## config.mk

```make
export PLATFORM = sky130hd
export DESIGN_NAME = palette_lookup
export DESIGN_NICKNAME = d
export VERILOG_FILES = /design/src/rtl/gpu_pkg.sv /design/src/rtl/palette_out_fifo.sv /design/src/rtl/palette_lookup.sv
export SDC_FILE = /design/constraint.sdc
export NUM_CORES = 1
export LEC_CHECK = 0
export ABC_AREA = 1
export CORE_MARGIN = 2
export CORE_UTILIZATION = 40
export DETAILED_ROUTE_END_ITERATION = 8
export PLACE_DENSITY = 0.82
export SYNTH_ARGS = -nofsm -noshare
export SYNTH_HDL_FRONTEND = slang
export SYNTH_SLANG_ARGS = --single-unit
```

## constraint.sdc

```tcl
create_clock -name clk -period 2.05 [get_ports clk]
set_input_delay 0.205 -clock clk [delete_from_list [all_inputs] [get_ports clk]]
set_output_delay 0.205 -clock clk [all_outputs]
set_load 0.05 [all_outputs]
```

## src/rtl/gpu_pkg.sv

```systemverilog
// Widths and colour types shared by the palette memory, stage 4 and stage 5.
// The output FIFO depth is fixed here so both sides agree on it.
package gpu_pkg;

    localparam int IDX_W          = 10;
    localparam int COL_W          = 16;
    localparam int OUT_FIFO_DEPTH = 2;

    typedef struct packed {
        logic [4:0] r;
        logic [5:0] g;
        logic [4:0] b;
    } rgb565_t;

endpackage

```

## src/rtl/palette_out_fifo.sv

```systemverilog
// Two-entry output FIFO between the palette lookup and display output.
// Head entry is presented combinationally; outputs read zero while empty.
module palette_out_fifo
    import gpu_pkg::*;
#(
    parameter int WIDTH = 35
) (
    input  logic             clk,
    input  logic             rst,
    input  logic             i_push,
    input  logic [WIDTH-1:0] i_data,
    input  logic             i_pop,
    output logic             o_valid,
    output logic             o_full,
    output logic [WIDTH-1:0] o_data
);

    localparam logic [1:0] DEPTH = 2'(OUT_FIFO_DEPTH);

    logic [WIDTH-1:0] r_mem [2];
    logic             r_head;
    logic             r_tail;
    logic [1:0]       r_count;

    logic w_push;
    logic w_pop;

    assign w_push = i_push && (r_count != DEPTH);
    assign w_pop  = i_pop && (r_count != 2'd0);

    always_ff @(posedge clk or negedge rst) begin
        if (!rst) begin
            r_mem[0] <= '0;
            r_mem[1] <= '0;
            r_head   <= 1'b0;
            r_tail   <= 1'b0;
            r_count  <= 2'd0;
        end else begin
            if (w_push) begin
                r_mem[r_tail] <= i_data;
                r_tail        <= ~r_tail;
            end
            if (w_pop) begin
                r_head <= ~r_head;
            end
            if (w_push && !w_pop) begin
                r_count <= r_count + 2'd1;
            end else if (w_pop && !w_push) begin
                r_count <= r_count - 2'd1;
            end
        end
    end

    assign o_valid = (r_count != 2'd0);
    assign o_full  = (r_count == DEPTH);
    assign o_data  = o_valid ? r_mem[r_head] : '0;

endmodule

```

## src/rtl/palette_lookup.sv

```systemverilog
// Stage 4 front end: palette lookup of index pairs plus host write arbitration
// on the shared write/read-1 port of the palette memory.
module palette_lookup #(
    parameter int IDX_W        = gpu_pkg::IDX_W,
    parameter int COL_W        = gpu_pkg::COL_W,
    parameter int STARVE_LIMIT = 15,
    parameter bit TRANSP_EN    = 1'b1,
    parameter int TRANSP_IDX   = 0
) (
    input  logic             clk,
    input  logic             rst,
    input  logic             pix_valid,
    output logic             pix_ready,
    input  logic [IDX_W-1:0] pix_idx0,
    input  logic [IDX_W-1:0] pix_idx1,
    input  logic             pix_last,
    input  logic             wr_valid,
    output logic             wr_ready,
    input  logic [IDX_W-1:0] wr_addr,
    input  logic [COL_W-1:0] wr_data,
    output logic             pal_we,
    output logic [IDX_W-1:0] pal_addr1,
    output logic [IDX_W-1:0] pal_addr2,
    output logic [COL_W-1:0] pal_wdata,
    input  logic [COL_W-1:0] pal_rdata1,
    input  logic [COL_W-1:0] pal_rdata2,
    output logic             out_valid,
    input  logic             out_ready,
    output logic [COL_W-1:0] out_px0,
    output logic [COL_W-1:0] out_px1,
    output logic [1:0]       out_transp,
    output logic             out_last
);

    localparam int         FIFO_W = 2 * COL_W + 3;
    localparam logic [7:0] LIMIT  = 8'(STARVE_LIMIT);
    localparam logic [IDX_W-1:0] T_IDX = IDX_W'(TRANSP_IDX);

    logic [7:0]        r_starve;
    logic              w_force;
    logic              w_full;
    logic              w_grant;
    logic              w_push;
    logic [1:0]        w_transp;
    logic [FIFO_W-1:0] w_in;
    logic [FIFO_W-1:0] w_out;

    // A starved write steals exactly one slot from the pixel stream.
    assign w_force = wr_valid && (r_starve == LIMIT);

    // Gated by rst so nothing reaches the memory while held in reset.
    assign w_grant   = rst && wr_valid && (!pix_valid || w_full || w_force);
    assign pix_ready = rst && !w_full && !w_force;
    assign wr_ready  = w_grant;
    assign w_push    = pix_valid && pix_ready;

    always_ff @(posedge clk or negedge rst) begin
        if (!rst) begin
            r_starve <= 8'd0;
        end else if (!wr_valid || w_grant) begin
            r_starve <= 8'd0;
        end else if (r_starve != LIMIT) begin
            r_starve <= r_starve + 8'd1;
        end
    end

    assign pal_we    = w_grant;
    assign pal_addr1 = w_grant ? wr_addr : pix_idx0;
    assign pal_addr2 = pix_idx1;
    assign pal_wdata = wr_data;

    assign w_transp[0] = TRANSP_EN && (pix_idx0 == T_IDX);
    assign w_transp[1] = TRANSP_EN && (pix_idx1 == T_IDX);

    assign w_in = {pix_last, w_transp, pal_rdata2, pal_rdata1};

    palette_out_fifo #(
        .WIDTH (FIFO_W)
    ) u_fifo (
        .clk     (clk),
        .rst     (rst),
        .i_push  (w_push),
        .i_data  (w_in),
        .i_pop   (out_ready),
        .o_valid (out_valid),
        .o_full  (w_full),
        .o_data  (w_out)
    );

    assign {out_last, out_transp, out_px1, out_px0} = w_out;

endmodule

```

==> flow_metrics.py <==
metrics = {
    "grt": {
        "grt_pass1_vias": 4345,
        "grt_max_degree": 52,
        "antenna_found_initial": 0,
        "grt_use_total_pct": 22.67,
        "grt-ovfl-total": 0,
        "grt_pass1_wl_um": 21150,
    },
    "layout": {
        "layout_commonest_cell": "nand2_1",
        "final_cells": 813,
        "drive_gt1_share_pct": 17.53,
        "area_growth_pct": 33.21,
        "nets": 755,
        "antenna_cells": 0,
        "finish.utilization_pct": 54.58,
        "num-fill-cells": 1001,
        "final_cell_mix": "nand2_1, dfrtp_1, buf_4, nand4_1, clkdlybuf4s50_1",
    },
    "clock_tree": {
        "clock_path_buffers": 2,
        "cts_root_buf": "clkbuf_8",
        "clk_latency_ps": 340,
        "cts_buffers": 9,
        "clkSinkCount": 82,
        "clk_pin_slew_worst_paths_ps": 80,
        "cts_max_level": 3,
        "cts_tree": "done",
    },
    "detailed_routing": {
        "drc_errors": 0,
        "vias_per_cell": 5.319,
        "wirelength_um": 13370,
        "num_vias": 4324,
        "ant_nets": 0,
        "drt-initial-drc-count": 364,
        "dr.pass1.iters": 5,
        "wire_per_inst_um": 16.45,
    },
    "sta": {
        "hold_viol": 0,
        "min_period_ps": 1995,
        "timing.fmax_mhz": 501.1,
        "drv_slew": 0,
        "period_share_pct": 97.34,
        "fin_skew_ps": 7.408,
        "tns_ps": 0,
        "hold_ws_ps": 410.0,
        "relSlewSlack_pct": 48.19,
        "setup_violations": 0,
        "worst_pin_slew_ps": 774.6,
    },
    "critical_path": {
        "start_kind": "flop",
        "critical_path_class": "flop to flop",
        "end_kind": "flop",
        "cp_data_required_time_ps": 2280,
        "path_max_fanout": 3,
        "timing.critical_path.arrival_ps": 2220,
    },
    "synth": {
        "synth.distinct_cells": 26,
        "avgSynthCellArea_um2": 7.820,
        "synth_seq_cells": 82,
        "syn_area_um2": 4442,
        "yosysTopAreaCellShare_pct": 46.20,
        "synth_cells": 568,
        "ys_warn_count": 0,
        "synth_area_leaders": "dfrtp_1, nand2_1, nand4_1, buf_4, a21oi_1",
        "syn_nets": 654,
        "yosysTopAreaCell": "dfrtp_1",
        "yosysSeqAreaShare_pct": 46.20,
    },
    "floorplanning": {
        "num_io_pins": 159,
        "dieWidth_um": 109.4,
        "fp.dieH_um": 109.4,
        "start_util_pct": 40.97,
        "dieArea_um2": 11960,
        "core_area_um2": 10840,
        "row_count": 38,
    },
    "placement": {
        "dp_hpwl_um": 8461,
        "placed_cells_incl_taps": 786,
        "portBuffers": 126,
        "gp_congestion": 0.8839,
    },
    "hold_path": {
        "hp-class": "primary input to primary output",
    },
    "run": {
        "maxCapViolCount": 0,
    },
    "pwr": {
        "p_per_area_nw_per_um2": 1522,
        "leakage_nw": 2.918,
        "vdd_drop_max_mv": 0.9890,
    },
    "run_status": {
        "status": "finished, final reports clean",
    },
}
==> synthesized netlist by cell type (all sizes together) <==
cell type,number
a21boi,1
a21oi,39
buf,49
clkbuf,17
dfrtp,82
ha,2
inv,14
nand2,246
nand3,5
nand4,75
nor2,20
nor3,1
o21a,1
o21ai,6
xnor2,3
xor2,7
==> critical path, stage by stage, from the launching register on <==
cell     delay (ps)
dfrtp_1         410
ha_4            170
nand3_4         100
nor2_4          160
a21oi_4          80
buf_4           160
nand2_1          80
inv_1            50
ha_1            300
a21oi_1         120
o21ai_0         110
xor2_1          150
==> kinds of logic after synthesis <==
| family | count (synthesis) | synth area share [%] |
|---|---|---|
| xor+xnor | 10 | 1.972 |
| buf+inv | 80 | 10.62 |
| simple gates | 347 | 34.90 |
| flops | 82 | 46.20 |
| fa+ha+maj | 2 | 0.5633 |
| compound gates | 47 | 5.747 |
==> through the flow <==
step / instance area (um^2) / worst slack [ps] / power (W)
global placement: 5557 / 192.0 / 0.007775
floorplan: 4442 / -135.6 / 0.006297
CTS: 5859 / 2.661 / 0.009008
global route: 5917 / -6.297 / 0.009531
detailed placement: 5557 / 110.1 / 0.007899
finish: 5917 / 54.53 / 0.009006
==> sequential cells by signal, summed over array words and instances (netlist names) <==
register / cells
u_fifo.r_head: 1
u_fifo.r_tail: 1
u_fifo.r_mem: 70
r_starve: 8
u_fifo.r_count: 2
==> area by class of cell <==
cell class	count	area, um^2	share of cell area, %
flip-flops and latches	82	2053	34.70
multi-input cells	406	1972	33.33
repair buffers	156	1489	25.16
well taps	140	175.2	2.960
clock buffers	12	155.1	2.622
inverters	14	57.56	0.9727
clock inverters	3	15.01	0.2538
==> power breakdown <==
part / switching, W / internal [W] / leakage (nW)
Combinational: 0.00371 / 0.00159 / 1.79
Sequential: 0.000380 / 0.00227 / 1.04
Clock: 0.000558 / 0.000495 / 0.0920
==> path summary, 6_finish.rpt <==
kind / from / end / slack [ps] / cells after the start
hold reg to reg: u_fifo.r_mem[54] / u_fifo.r_mem[54] / 480 / 2
max in group asynchronous: rst / u_fifo.r_mem[31] / 480 / 3
min in group asynchronous: rst / r_starve[5] / 440 / 3
setup / recovery: r_starve[1] / u_fifo.r_count[1] / 50 / 11
setup reg to reg: r_starve[1] / u_fifo.r_count[1] / 50 / 11
hold / removal: wr_data[4] / pal_wdata[4] / 410 / 0
==> per-layer routing <==
| metal | wire (um) | global-route usage [%] |
|---|---|---|
| met5 | 0 | 0 |
| met4 | 133 | 6.239 |
| met3 | 947 | 4.386 |
| met2 | 6836 | 38.89 |
| met1 | 5453 | 29.26 |
==> what timing repair did <==
action                     4_1_cts  5_1_grt
hold buffers                     2        0
setup endpoints to repair       13       12
cloned                           2        0
gates resized for setup          7        5
hold endpoints to repair        16        0
pin swaps                        1        2
buffers inserted                 2        6
Power figures use the tool's default switching activity.
